--- src/rtl/led_mode_controller.sv ---
// led_mode_controller
//   Steps the LED through four display modes (OFF, ON, BLINK_SLOW, BLINK_FAST).
//   The LED is driven by one active-low push switch. The raw switch is synchronised
//   and debounced. Each debounced release advances the mode. The blink timing for
//   the two blink modes is generated here.
//
// Parameters
//   DEBOUNCE_CYCLES   : consecutive mismatched cycles before the debounced state flips (>=2)
//   SLOW_HALF_PERIOD  : cycles per LED phase in BLINK_SLOW (>=1)
//   FAST_HALF_PERIOD  : cycles per LED phase in BLINK_FAST (>=1)
//   LONG_PRESS_CYCLES : held-press length that forces OFF (used only with LED_LONG_PRESS_EN)
//
// Ports
//   i_Clk      : system clock, rising edge
//   i_Rst      : asynchronous reset, active-high
//   i_Switch_1 : raw switch, 1 = released, 0 = pressed (asynchronous, bouncy)
//   o_LED_1    : LED drive, 1 = on (registered)
//   o_Mode     : current mode, 0 OFF / 1 ON / 2 BLINK_SLOW / 3 BLINK_FAST
//   o_Release  : one-cycle pulse on each accepted debounced release
//
// Build option
//   LED_LONG_PRESS_EN : when defined, a press held for LONG_PRESS_CYCLES forces OFF, and
//                       the release that ends that hold is swallowed.
//                       When undefined, a hold of any length is one normal press.

module led_mode_controller #(
   parameter int unsigned DEBOUNCE_CYCLES   = 1_000_000,
   parameter int unsigned SLOW_HALF_PERIOD  = 12_500_000,
   parameter int unsigned FAST_HALF_PERIOD  = 2_500_000,
   parameter int unsigned LONG_PRESS_CYCLES = 50_000_000
) (
   input  logic       i_Clk,
   input  logic       i_Rst,
   input  logic       i_Switch_1,
   output logic       o_LED_1,
   output logic [1:0] o_Mode,
   output logic       o_Release
);

   typedef enum logic [1:0] {
      ModeOff       = 2'd0,
      ModeOn        = 2'd1,
      ModeBlinkSlow = 2'd2,
      ModeBlinkFast = 2'd3
   } mode_e;

   localparam int unsigned DebW    = $clog2(DEBOUNCE_CYCLES);
   localparam int unsigned MaxHalf = (SLOW_HALF_PERIOD > FAST_HALF_PERIOD) ?
                                     SLOW_HALF_PERIOD : FAST_HALF_PERIOD;
   localparam int unsigned BlinkW  = $clog2(MaxHalf + 1);

   localparam logic [DebW-1:0]   DebLast  = DebW'(DEBOUNCE_CYCLES - 1);
   localparam logic [BlinkW-1:0] SlowLast = BlinkW'(SLOW_HALF_PERIOD - 1);
   localparam logic [BlinkW-1:0] FastLast = BlinkW'(FAST_HALF_PERIOD - 1);

   logic              sync1_q, sync2_q;
   logic              deb_q, deb_d;
   logic [DebW-1:0]   deb_cnt_q, deb_cnt_d;
   logic [BlinkW-1:0] blink_cnt_q, blink_cnt_d;
   logic [BlinkW-1:0] half_last;
   logic              phase_q, phase_d;
   mode_e             mode_q, mode_d;
   logic              led_q, led_d;
   logic              release_q, release_d;
   logic              rise;
   logic              advance;
   logic              force_off;

   // Debounce: flip only after DEBOUNCE_CYCLES consecutive mismatched edges.
   // Any matching edge restarts the count.
   always_comb begin
      deb_d     = deb_q;
      deb_cnt_d = '0;
      if (sync2_q != deb_q) begin
         if (deb_cnt_q == DebLast) begin
            deb_d = sync2_q;
         end else begin
            deb_cnt_d = deb_cnt_q + 1'b1;
         end
      end
   end

   assign rise = ~deb_q & deb_d;

`ifdef LED_LONG_PRESS_EN
   localparam int unsigned LpW    = $clog2(LONG_PRESS_CYCLES + 1);
   localparam logic [LpW-1:0] LpLast = LpW'(LONG_PRESS_CYCLES - 1);

   logic [LpW-1:0] lp_cnt_q, lp_cnt_d;
   logic           suppress_q, suppress_d;

   // suppress_q doubles as "already fired this hold". The counter freezes once
   // the long press has fired, so the long press fires only once per hold.
   always_comb begin
      lp_cnt_d   = lp_cnt_q;
      suppress_d = suppress_q;
      force_off  = 1'b0;
      advance    = 1'b0;
      if (rise) begin
         lp_cnt_d   = '0;
         suppress_d = 1'b0;
         advance    = ~suppress_q;
      end else if (deb_q) begin
         lp_cnt_d = '0;
      end else if (!suppress_q) begin
         if (lp_cnt_q == LpLast) begin
            force_off  = 1'b1;
            suppress_d = 1'b1;
            lp_cnt_d   = '0;
         end else begin
            lp_cnt_d = lp_cnt_q + 1'b1;
         end
      end
   end

   always_ff @(posedge i_Clk or posedge i_Rst) begin
      if (i_Rst) begin
         lp_cnt_q   <= '0;
         suppress_q <= 1'b0;
      end else begin
         lp_cnt_q   <= lp_cnt_d;
         suppress_q <= suppress_d;
      end
   end
`else
   always_comb begin
      advance   = rise;
      force_off = 1'b0;
   end
`endif

   // Mode sequencing and blink engine.
   // Any mode change restarts the blink with the LED off.
   always_comb begin
      mode_d      = mode_q;
      blink_cnt_d = blink_cnt_q;
      phase_d     = phase_q;
      half_last   = (mode_q == ModeBlinkSlow) ? SlowLast : FastLast;
      if (force_off) begin
         mode_d      = ModeOff;
         blink_cnt_d = '0;
         phase_d     = 1'b0;
      end else if (advance) begin
         mode_d      = mode_e'(mode_q + 2'd1);
         blink_cnt_d = '0;
         phase_d     = 1'b0;
      end else if (mode_q == ModeBlinkSlow || mode_q == ModeBlinkFast) begin
         if (blink_cnt_q == half_last) begin
            blink_cnt_d = '0;
            phase_d     = ~phase_q;
         end else begin
            blink_cnt_d = blink_cnt_q + 1'b1;
         end
      end
   end

   always_comb begin
      led_d = 1'b0;
      unique case (mode_d)
         ModeOff:       led_d = 1'b0;
         ModeOn:        led_d = 1'b1;
         ModeBlinkSlow: led_d = phase_d;
         ModeBlinkFast: led_d = phase_d;
         default:       led_d = 1'b0;
      endcase
      release_d = advance;
   end

   always_ff @(posedge i_Clk or posedge i_Rst) begin
      if (i_Rst) begin
         sync1_q     <= 1'b1;
         sync2_q     <= 1'b1;
         deb_q       <= 1'b1;
         deb_cnt_q   <= '0;
         blink_cnt_q <= '0;
         phase_q     <= 1'b0;
         mode_q      <= ModeOff;
         led_q       <= 1'b0;
         release_q   <= 1'b0;
      end else begin
         sync1_q     <= i_Switch_1;
         sync2_q     <= sync1_q;
         deb_q       <= deb_d;
         deb_cnt_q   <= deb_cnt_d;
         blink_cnt_q <= blink_cnt_d;
         phase_q     <= phase_d;
         mode_q      <= mode_d;
         led_q       <= led_d;
         release_q   <= release_d;
      end
   end

   assign o_LED_1   = led_q;
   assign o_Mode    = mode_q;
   assign o_Release = release_q;

endmodule

--- config.mk ---
export PLATFORM = sky130hd
export DESIGN_NAME = led_mode_controller
export DESIGN_NICKNAME = d
export VERILOG_FILES = /design/src/rtl/led_mode_controller.sv
export SDC_FILE = /design/constraint.sdc
export NUM_CORES = 1
export LEC_CHECK = 0
export CELL_PAD_IN_SITES_DETAIL_PLACEMENT = 1
export CELL_PAD_IN_SITES_GLOBAL_PLACEMENT = 2
export CORE_MARGIN = 10
export CORE_UTILIZATION = 41
export DETAILED_ROUTE_END_ITERATION = 16
export DONT_BUFFER_PORTS = 1
export GPL_TIMING_DRIVEN = 0
export PLACE_DENSITY_LB_ADDON = 0.1
export SLEW_MARGIN = 0
export SYNTH_ARGS = -nofsm -noshare
export SYNTH_HDL_FRONTEND = slang
export SYNTH_SLANG_ARGS = --single-unit
export TNS_END_PERCENT = 5
--- constraint.sdc ---
create_clock -name i_Clk -period 2.69 [get_ports i_Clk]
set_input_delay 0.1345 -clock i_Clk [delete_from_list [all_inputs] [get_ports i_Clk]]
set_output_delay 0.1345 -clock i_Clk [all_outputs]
set_load 0.03 [all_outputs]
### Yosys cells after proc, flatten, opt, wreduce, memory -nomap -nowiden

Index checks and enable logic that the tools add are counted.

| storage, ports and cells | value |
|---|---|
| bits in registers | 52 |
| bits in latches | 0 |
| memory bits (writable) | 0 |
| bits in read-only memories | 0 |
| output and inout port bits | 4 |
| word-level logic and storage cells | 40 |
| memories | 0 |

| operators by class | value |
|---|---|
| add/subtract/negate cells | 3 |
| multiply operators | 0 |
| divide/modulo/power cells | 0 |
| magnitude comparators | 0 |
| equality and inequality tests | 8 |
| shifts and indexed selects | 0 |
| mux-type cells | 13 |
| bitwise operators | 3 |
| reduce and logical (&&, ||, !) cells | 4 |

Operators with widths:

| cell | number |
|---|---|
| $mux 24 | 4 |
| $mux 20 | 2 |
| $add 24x1->24 const B | 1 |
| $eq 24x24->1 | 1 |
| $add 20x1->20 const B | 1 |
| $eq 20x20->1 const B | 1 |
| $eq 2x2->1 const B | 4 |
| $mux 1 | 5 |
| $pmux 1 s3 | 1 |
| $add 2x1->2 const B | 1 |
| $eq 2x1->1 const B | 1 |
| $logic_not 2->1 | 1 |
| $mux 2 | 1 |
| $not 1->1 | 2 |
| $reduce_bool 2->1 | 1 |
| $reduce_or 2->1 | 1 |
| $and 1x1->1 | 1 |
| $logic_or 1x1->1 | 1 |
| $ne 1x1->1 | 1 |

### Logic depth before layout (Yosys ltp)

Gate-level depths: netlist (run 1).

| depth | value |
|---|---|
| depth in word-level cells | 8 |
| depth in mapped cells | 9 |

### Worst setup path after synthesis (run 1)

OpenSTA, ideal clock, no wires.

| path | value |
|---|---|
| kind | flip-flop to flip-flop |
| from | register mode_q[0], in the netlist o_Mode[0] |
| to | register blink_cnt_q[0] |
| setup time | 121 ps |
| data arrival time | 2,028 ps |
| required time | 2,569 ps |
| slack | 540 ps |
| stages on the path, launching flop included | 9 |
| buffers on the path | 1 |
| cell sequence | dfrtp_1 -> inv_1 -> ha_1 -> xnor2_1 -> nor4_2 -> nand3_1 -> nand2_1 -> buf_2 -> nor2_1 |

| between the ends | value |
|---|---|
| longest elaborated chain between the ends | 6 |
| elaborated cells on any way between the ends | 9 |

Ends and longest elaborated chain:

| what | line | source |
|---|---|---|
| from (decl) | 62 | `mode_e mode_q, mode_d;` |
| from (signal assigned) | 177 | `mode_q <= ModeOff;` |
| from (signal assigned) | 187 | `mode_q <= mode_d;` |
| $eq 2x2->1 | 138, 147 |  |
| $mux 24 | 138 | `half_last = (mode_q == ModeBlinkSlow) ? SlowLast : FastLast;` |
| $eq 24x24->1 | 148 | `if (blink_cnt_q == half_last) begin` |
| $mux 24 | 148 |  |
| $mux 24 | 147 | `end else if (mode_q == ModeBlinkSlow \|\| mode_q == ModeBlinkFast) begin` |
| $mux 24 | 143 | `end else if (advance) begin` |
| to (signal assigned) | 185 | `blink_cnt_q <= blink_cnt_d;` |
| to (decl) | 59 | `logic [BlinkW-1:0] blink_cnt_q, blink_cnt_d;` |

Parallel ways exist; a longest one is shown, timed or not. The select of a mux whose other input is x is not followed.
A chain may end at the register's enable or synchronous reset.

### Worst setup path after layout (run 1)

| path | value |
|---|---|
| from | register mode_q[0], in the netlist o_Mode[0] |
| to | register blink_cnt_q[2] |

Same word-level chain as after synthesis.

==> summary.txt, run 1 <==
Clock tree
  • CTS tree: built
  • CTS root buffer: clkbuf_8
  • H-tree Lvls: 2
  • Total CTS buffers: 5
  • Post-CTS Setup Bufs: 0
  • Clock slew at reported path FFs: 0.09 ns
  • Clock sink count: 52
  • Clk buf depth: 2
  • Worst skew pair latency: roughly 0.30 ns

Synth
  • Syn Inst Count: 287
  • Top_reg_cell synth: dfrtp_1
  • Commonest cells in the netlist: dfrtp_1, nor2_1, nand2_1
  • Asr flop ratio synth: 100%
  • Yosys reg bits: 52
  • Post-Syn Nets: 294
  • Avg Inst Size Synth: roughly 9.5 um2
  • Cell with the most instances after synthesis: dfrtp_1
  • YS warnings: 0
  • Synth cell types: 44
  • Synth top area cells: dfrtp_1, nor2_1, a21oi_1
  • Post-Syn Area: around 2700 um2
  • Yosys top cell by area: dfrtp_1
  • Post-synth EDFFs: 0
  • Top cell type's share of synthesized area: ~45%
  • Sequential fraction of the synthesis area: between 40% and 50%

Place
  • Final Wtd Congestion: 0.774
  • Placed insts: 365
  • DP HPWL: 4.82 mm
  • Pre-CTS setup slack: -0.0446 ns
  • Input/output buffers: 0
  • Placed Instance Area: ~2800 um2

Timing
  • Fmax achieved: 415 MHz
  • Post-route setup slack: 0.282 ns
  • Rel. slew slack: between 40% and 50%
  • Worst-Margin Slew: between 0.7 and 0.8 ns
  • RSZ-0062 raised after global routing: false
  • Tcrit/Tclk final: approximately 90%
  • Final Critical Period: approximately 2.4 ns
  • Final setup viols: 0
  • Slew Viols, Final: 0
  • Final Hold Viols: 0
  • Clock skew: around 0.0064 ns

Power and ir drop
  • Cell leakage power: 1.19 nW
  • Pwr per Cell Area: 459 nW/um2
  • Maximum vdd drop: 0.196 mV

Global routing
  • First-pass GRT wire length: approximately 12 mm
  • Largest net degree at the start of global routing: 33
  • Grt ovf: 0
  • Vias in the first global route: roughly 2300
  • Initial antenna violation count: 0
  • Overall Global Routing Usage: 14.0%

Worst setup path
  • Crit end category: register
  • Startpoint types: register
  • Worst r2r src: o_Mode[0]
  • Critical-path maximum fanout: 10
  • Kind of critical path: reg2reg
  • Worst flop-to-flop path endpoint: blink_cnt_q[2]
  • Critical Path RT: roughly 2.9 ns
  • Arr. time, crit path: 2.60 ns
  • Worst R2R Path Depth: 8
  • R2R setup slack: 0.28 ns

Route
  • Post-route DRC: 0
  • Total routed wirelength: 6.75 mm
  • Routed Antenna Nets: 0
  • Vias per std cell: about 5.8
  • Initial DRC count: 87
  • Total vias in the final route: about 2200
  • Wire per inst: 18.0 um
  • DRT Pass-1 Iters: 4

Layout
  • Final instance area: 2970 um2
  • Area Overhead vs Synth: 8.99%
  • Post-layout util: 46.3%
  • N_diodes: 0
  • Net count, final: just over 300
  • Layout cells sized above 1: 10.4%
  • Post-route insts no fill: 374

Floorplanning
  • IO Pins: 7
  • Die ar.: 10300 um2
  • Core Region: 6420 um2
  • Die width: 102 um
  • Starting Density: 42.5%
  • Site row count: 29
  • Die Y: 102 um

Flow run
  • Max-cap violations: 0

Status
  • Status: completed

Min path
  • Worst hold path type: in2async
[area by class of cell]
type,instances,area (um2)
plain buffers,6,33.8
clock buffers,6,72.6
clock inverters,2,35.0
fillers,737,3450
inverters,9,33.8
multi-input cells,219,1360
flip-flops and latches,52,1310
well taps,77,96.3
repair buffers,3,40.0
[routing by layer]
layer	global-route usage (%)	up-vias	part of all wire (%)
met5	0	-	0
met4	3.85	0	1.3
met3	2.45	8	2.2
met2	21.9	20	46
met1	19.5	1093	50
li1	-	1057	-
[layout by cell type, fill, tap and decap left out, drive strengths merged, types with 11 or more instances in the layout]
master  count
dfrtp      49
nor2       36
o21ai      14
xor2       12
nand4      11
nand3      16
nand2      24
or3        11
a21oi      23
xnor2      12
[critical path: stages (launching register included)]
cell     delay [ns]
dfrtp_2        0.50
inv_1          0.10
ha_1           0.30
xnor2_1        0.17
nor4_2         0.47
nand3_1        0.15
nand2_2        0.22
buf_2          0.29
nor2_1         0.08
[sequential cells by signal, summed over array words and instances, names as in the netlist]
signal	flops
deb_q	1
o_Mode	2
deb_cnt_q	20
sync1_q	1
sync2_q	1
phase_q	1
o_LED_1	1
blink_cnt_q	24
o_Release	1
[cell families after synthesis]
kind of cell | share of synthesized area (%)
AOI/OAI and AO/OA | 11.1
xor gates and xnor gates | 7.70
adders and majority gates | 1.83
buffers and inverters | 2.61
and+or+nand+nor | 28.1
muxes | 0.825
DFF | 47.8
[stage by stage]
stage,setup TNS (ns),power [mW],hold slack (ns)
3_5_place_dp,-0.275,0.844,0.0683
6_report,0,1.36,0.301
4_1_cts,0,1.39,0.312
5_1_grt,0,1.42,0.338
3_3_place_gp,-0.360,0.840,0.139
2_1_floorplan,0,0.829,0.139
[power breakdown]
| group | internal (mW) | switching, mW | leakage, nW |
|---|---|---|---|
| combinational | 0.0101 | 0.0263 | 0.421 |
| sequential | 0.788 | 0.00527 | 0.710 |
| clock | 0.277 | 0.258 | 0.0552 |
[what timing repair did]
item / in CTS / in global routing
resized for setup: 2 / 1
endpoints found under the hold margin: 20 / 0
endpoints found under the setup margin: 10 / 10
hold buffers: 2 / 0
cloned: 0 / 0
[worst max path at each step]
stage | from | end | cells past startpoint
after global routing | o_Mode[0] | blink_cnt_q[2] | 8
after CTS | o_Mode[0] | blink_cnt_q[2] | 8
after detailed placement | o_Mode[0] | blink_cnt_q[2] | 9
after floorplan | o_Mode[0] | blink_cnt_q[0] | 8
after global placement | o_Mode[1] | blink_cnt_q[0] | 8
final | o_Mode[0] | blink_cnt_q[2] | 8
Power figures use the tool's default switching activity.
==> run 2, diff against run 1 <==
--- a/config.mk
+++ b/config.mk
@@ -7,8 +7,9 @@
 export LEC_CHECK = 0
 export CELL_PAD_IN_SITES_DETAIL_PLACEMENT = 1
 export CELL_PAD_IN_SITES_GLOBAL_PLACEMENT = 2
-export CORE_MARGIN = 10
-export CORE_UTILIZATION = 41
+export CORE_MARGIN = 2
+export CORE_UTILIZATION = 42
+export CTS_BUF_LIST = sky130_fd_sc_hd__clkbuf_8
 export DETAILED_ROUTE_END_ITERATION = 16
 export DONT_BUFFER_PORTS = 1
 export GPL_TIMING_DRIVEN = 0
==> run 2 against run 1 <==
Clock power is 10% lower; critical endpoint is now blink_cnt_q[0]; die area is 31% lower; combinational power is 3% lower; flip-flop and latch count stayed put; critical path depth stayed put; highest routed layer unchanged; register-to-register slack worse by 0.03 ns; critical path type unchanged; via count is 0.73% lower.
==> summary.txt, run 2 (synthesis results as in run 1) <==
Timing
  • Post-route setup slack: 0.255 ns (-0.0268 ns)
  • Clock skew: 0.00810 ns (+0.00169 ns)
  • Final Hold Viols: 0 (unchanged)
  • RSZ-0062 raised after global routing: false
  • Tcrit/Tclk final: 90.5% (+1.0 points)
  • Rel. slew slack: 54.3% (+5.5 points)
  • Final setup viols: 0 (unchanged)
  • Slew Viols, Final: 0 (unchanged)
  • Final Critical Period: 2.43 ns (+0.0268 ns)
  • Fmax achieved: 411 MHz (-1.1%)
  • Worst hold slack: 0.241 ns (-0.0607 ns)
  • Worst-Margin Slew: 0.679 ns (-0.0818 ns)
  • Total negative setup slack: 0 ns (unchanged)

Worst setup path
  • Worst R2R Path Depth: 8 (unchanged)
  • Arr. time, crit path: 2.64 ns (+0.04 ns)
  • Worst r2r src: o_Mode[0]
  • R2R setup slack: 0.26 ns (-0.03 ns)
  • Critical Path RT: 2.89 ns (about the same)
  • Kind of critical path: reg2reg
  • Crit end category: register
  • Startpoint types: register
  • Critical-path maximum fanout: 10 (unchanged)
  • Worst flop-to-flop path endpoint: blink_cnt_q[0]

Power and ir drop
  • Overall power: 1.31 mW (-4.2%)
  • Maximum vdd drop: 0.232 mV (+18%)
  • Cell leakage power: 1.18 nW (-0.55%)
  • Pwr per Cell Area: 441 nW/um2 (-3.8%)

Global routing
  • Vias in the first global route: 2186 (-4.7%)
  • Grt ovf: 0 (unchanged)
  • First-pass GRT wire length: 10.8 mm (-8.0%)
  • Largest net degree at the start of global routing: 38 (+15%)
  • Overall Global Routing Usage: 18.8% (+4.8 points)
  • Initial antenna violation count: 0 (unchanged)

Layout
  • Most frequent cells in the layout: dfrtp_1, nor2_1, nand2_1
  • Sequential Area: 1310 um2 (unchanged)
  • N_diodes: 0 (unchanged)
  • Post-route insts no fill: 374 (unchanged)
  • Fill cell count: 735 (-0.27%)
  • Most common cell after layout, fill and taps aside: dfrtp_1
  • Area Overhead vs Synth: 8.48%
  • Final instance area: 2960 um2 (-0.46%)
  • Multi-input logic area: 1360 um2 (unchanged)
  • Top reg by flops: blink_cnt_q
  • Post-layout util: 46.9% (+0.58 points)
  • Net count, final: 303 (unchanged)
  • Largest register FFs: 24 (unchanged)
  • Layout cells sized above 1: 10.4% (unchanged)

Min path
  • Worst hold path type: in2async

Place
  • DP HPWL: 4.51 mm (-6.5%)
  • Final Wtd Congestion: 0.748 (-3.3%)
  • Placed insts: 365 (unchanged)
  • Input/output buffers: 0 (unchanged)
  • Placed Instance Area: 2850 um2 (unchanged)
  • Pre-CTS setup slack: -0.0829 ns (-0.0382 ns)

Route
  • Routed Antenna Nets: 0 (unchanged)
  • Post-route DRC: 0 (unchanged)
  • Total routed wirelength: 6.30 mm (-6.6%)
  • Initial DRC count: 75 (-14%)
  • Vias per std cell: 5.78 (-0.73%)
  • Wire per inst: 16.9 um (-6.6%)
  • Total vias in the final route: 2162 (-0.73%)
  • DRT Pass-1 Iters: 4 (unchanged)

Clock tree
  • CTS tree: built
  • Worst skew pair latency: 0.31 ns (about the same)
  • Total CTS buffers: 5 (unchanged)
  • Clock slew at reported path FFs: 0.10 ns (about the same)
  • H-tree Lvls: 2 (unchanged)
  • CTS root buffer: clkbuf_8
  • Clk buf depth: 2 (unchanged)
  • Clock sink count: 52 (unchanged)
  • Post-CTS Setup Bufs: 0 (unchanged)

Status
  • Status: completed

Floorplanning
  • Die ar.: 7160 um2 (-31%)
  • Core Region: 6310 um2 (-1.7%)
  • IO Pins: 7 (unchanged)
  • Die Y: 84.6 um (-17%)
  • Site row count: 29 (unchanged)
  • Starting Density: 43.2% (+0.73 points)
  • Die width: 84.6 um (-17%)

Flow run
  • Max-cap violations: 0 (unchanged)
[run 2: changes by cell type in the layout (fill, tap and decap cells not counted), sizes merged]
cell and change:
bufinv -1, clkinv -1, clkinvlp +1, inv +1
[run 2: critical path, cell delays in order (launching register included)]
cell and delay (ns):
dfrtp_2 0.52, inv_1 0.12, ha_1 0.30, xnor2_1 0.18, nor4_2 0.47, nand3_1 0.15, nand2_2 0.21, buf_2 0.29
nor2_1 0.08
[run 2: power breakdown]
| group | total [mW] | internal (mW) | switching, mW | leakage [nW] |
|---|---|---|---|---|
| clock network | 0.479 | 0.206 | 0.273 | 0.0486 |
| logic | 0.0352 | 0.0102 | 0.0250 | 0.421 |
| registers | 0.792 | 0.788 | 0.00474 | 0.710 |
| total | 1.31 | 1.00 | 0.303 | 1.18 |
[run 2: per-layer routing]
metal	GRT usage (%)	part of all wire (%)
met1	24.7	48
met2	32.5	49
met3	3.05	1.8
met4	4.76	1.1
met5	0	0
[run 2: repair_timing]
action                                 CTS  global route
gates cloned                             0             0
endpoints found under the hold margin   16             0
hold buffers                             2             0
gates resized for setup                  1             2
setup endpoints to repair               10            10
[run 2: layout make-up]
type	count	area share [%]
multi-input cells	219	45.8
inverters	9	1.14
clock inverters	2	0.380
clock buffers	6	2.79
well taps	77	3.25
flip-flops and latches	52	44.2
repair buffers	3	1.35
plain buffers	6	1.14
[run 2: worst max-delay path by stage]
stage / to / from / slack (ns) / depth (start not counted)
after global placement: blink_cnt_q[2] / o_Mode[0] / -0.02 / 9
after CTS: blink_cnt_q[0] / o_Mode[1] / 0.06 / 7
after floorplan: blink_cnt_q[0] / o_Mode[0] / 0.54 / 8
after global routing: blink_cnt_q[19] / o_Mode[0] / 0.11 / 8
after detailed placement: blink_cnt_q[0] / o_Mode[0] / -0.08 / 9
final: blink_cnt_q[0] / o_Mode[0] / 0.26 / 8
==> run 3, diff against run 2 <==
--- a/config.mk
+++ b/config.mk
@@ -6,9 +6,9 @@
 export NUM_CORES = 1
 export LEC_CHECK = 0
 export CELL_PAD_IN_SITES_DETAIL_PLACEMENT = 1
-export CELL_PAD_IN_SITES_GLOBAL_PLACEMENT = 2
+export CELL_PAD_IN_SITES_GLOBAL_PLACEMENT = 1
 export CORE_MARGIN = 2
-export CORE_UTILIZATION = 42
+export CORE_UTILIZATION = 52
 export CTS_BUF_LIST = sky130_fd_sc_hd__clkbuf_8
 export DETAILED_ROUTE_END_ITERATION = 16
 export DONT_BUFFER_PORTS = 1
==> run 3 against run 2 <==
Via count up 0.51%; final area down 0.34%; global-route usage up 4.2 points; count of clock-buffer cells in the layout down 1; flip-flop and latch count unchanged; core utilization up 11 points.
==> summary.txt, run 3 (synthesis results as in run 1) <==
Layout
  • Area Overhead vs Synth: 8.12%
  • Sequential Area: 1310 um2 (unchanged)
  • Multi-input logic area: 1360 um2 (unchanged)
  • N_diodes: 0 (unchanged)
  • Layout cells sized above 1: 10.8% (+0.34 points)
  • Fill cell count: 591 (-20%)
  • Most common cell after layout, fill and taps aside: dfrtp_1
  • Top reg by flops: blink_cnt_q
  • Largest register FFs: 24 (unchanged)
  • Net count, final: 303 (unchanged)
  • Most frequent cells in the layout: dfrtp_1, nor2_1, nand2_1

Floorplanning
  • IO Pins: 7 (unchanged)
  • Site row count: 26 (-10%)
  • Core Region: 5070 um2 (-20%)
  • Starting Density: 53.8% (+11 points)
  • Die width: 76.4 um (-9.7%)
  • Die ar.: 5840 um2 (-18%)
  • Die Y: 76.4 um (-9.7%)

Worst setup path
  • Worst R2R Path Depth: 6 (-2)
  • Worst flop-to-flop path endpoint: blink_cnt_q[2]
  • Crit. Startpoint: deb_cnt_q[10]
  • Worst r2r src: deb_cnt_q[10]
  • Crit end category: register
  • Startpoint types: register
  • Crit path to: blink_cnt_q[2]
  • Critical-path maximum fanout: 10 (unchanged)
  • Kind of critical path: reg2reg
  • R2R setup slack: 0.27 ns (about the same)
  • Arr. time, crit path: 2.62 ns (-0.02 ns)
  • Critical Path RT: 2.89 ns (about the same)

Route
  • Post-route DRC: 0 (unchanged)
  • Routed Antenna Nets: 0 (unchanged)
  • Wire per inst: 17.0 um (+1.1%)
  • Vias per std cell: 5.92 (+2.4%)
  • DRT met1 WL: 2.75 mm (-9.3%)
  • Top sig layer: met4
  • Total vias in the final route: 2173 (+0.51%)
  • Initial DRC count: 80 (+6.7%)
  • Met2 wire length: 3.27 mm (+5.8%)
  • DRT Pass-1 Iters: 4 (unchanged)
  • Total routed wirelength: 6.25 mm (-0.76%)
  • Metal3 WL: 154 um (+33%)

Timing
  • Final Critical Period: 2.42 ns (-0.0117 ns)
  • Worst-Margin Slew: 0.758 ns (+0.0785 ns)
  • Final Hold Viols: 0 (unchanged)
  • Rel. slew slack: 49.0% (-5.3 points)
  • Slew Viols, Final: 0 (unchanged)
  • RSZ-0062 raised after global routing: false
  • Clock skew: 0.00793 ns (-0.000164 ns)
  • Worst hold slack: 0.315 ns (+0.0742 ns)
  • Final setup viols: 0 (unchanged)
  • Fmax achieved: 413 MHz (+0.48%)
  • Tcrit/Tclk final: 90.1% (-0.43 points)
  • Total negative setup slack: 0 ns (unchanged)

Clock tree
  • CTS tree: built
  • Total CTS buffers: 5 (unchanged)
  • Worst skew pair latency: 0.31 ns (about the same)
  • Clock slew at reported path FFs: 0.10 ns (about the same)
  • H-tree Lvls: 2 (unchanged)
  • Clk buf depth: 2 (unchanged)
  • Clock sink count: 52 (unchanged)
  • CTS root buffer: clkbuf_8

Power and ir drop
  • Maximum vdd drop: 0.308 mV (+33%)
  • Switching share of total power: 23.3% (+0.11 points)
  • Sw power: 298 uW (-1.5%)
  • Cell leakage power: 1.17 nW (-0.70%)
  • Pwr per Cell Area: 434 nW/um2 (-1.7%)
  • Seq pwr share: 61.9% (+1.3 points)
  • Int Pwr: 982 uW (-2.1%)
  • Clock share of power: 35.4% (-1.3 points)
  • Comb pwr share: 2.8% (about the same)

Place
  • Final Wtd Congestion: 0.803 (+7.3%)
  • Input/output buffers: 0 (unchanged)
  • DP HPWL: 4.49 mm (-0.44%)

Global routing
  • Overall Global Routing Usage: 23.0% (+4.2 points)
  • First-pass GRT wire length: 10.7 mm (-1.0%)
  • Largest net degree at the start of global routing: 30 (-21%)
  • Grt ovf: 0 (unchanged)
  • Vias in the first global route: 2289 (+4.7%)
  • Initial antenna violation count: 0 (unchanged)

Min path
  • Worst hold path type: in2async

Status
  • Status: completed

Flow run
  • Max-cap violations: 0 (unchanged)
## run 3: through the flow
stage	worst slack (ns)	power [mW]	instance area, um2	utilization (%)	cells
2_1_floorplan	0.540	0.829	2730	-	287
3_3_place_gp	0.0103	0.837	2820	55.5	357
3_5_place_dp	0.00843	0.842	2840	55.9	358
4_1_cts	0.0193	1.30	2950	58.1	367
5_1_grt	0.0222	1.33	2950	58.1	367
6_report	0.267	1.28	2950	58.1	367
## run 3: how the worst min path moves through the flow
| stage | startpoint | to | cells past startpoint |
|---|---|---|---|
| 6_report | i_Rst | blink_cnt_q[15] | 2 |
| 2_1_floorplan | i_Switch_1 | sync1_q | 0 |
| 5_1_grt | i_Switch_1 | sync1_q | 1 |
| 4_1_cts | i_Rst | blink_cnt_q[16] | 2 |
| 3_3_place_gp | i_Switch_1 | sync1_q | 0 |
| 3_5_place_dp | i_Rst | blink_cnt_q[16] | 1 |
## run 3: what timing repair did
action                                  CTS  global route
cloned                                    0             0
endpoints found under the hold margin    24             0
endpoints found under the setup margin   10            10
hold buffers                              2             0
resized for setup                         1             2
buffers inserted                          0             0
## run 3: worst max-delay path: stages (launching register included)
cell	delay (ns)
dfrtp_1	0.44
or4b_4	0.54
nor4_4	0.34
nand3_1	0.32
nand2_2	0.30
buf_2	0.29
nor2_1	0.07
## run 3: cell type report
type                       instances  share of cell area, %
buffer                             6                   1.15
clock buffer                       5                   2.33
clock inverter                     3                  0.806
inverter                           9                   1.15
multi-input combinational        219                   45.9
sequential                        52                   44.3
tap                               70                   2.97
timing repair buffer               3                   1.36
## run 3: routing by layer
metal	vias to the layer above	track usage, %
met5	-	0
met4	0	8.00
met3	6	4.15
met2	26	41.7
met1	1086	27.4
li1	1055	-
## run 3: power by group through the flow
stage          clock, mW  combinational (mW)  sequential, mW
3_3_place_gp           0              0.0302           0.807
5_1_grt            0.499              0.0416           0.793
6_report           0.453              0.0355           0.792
2_1_floorplan          0              0.0226           0.806
3_5_place_dp           0              0.0347           0.807
4_1_cts            0.466              0.0372           0.792
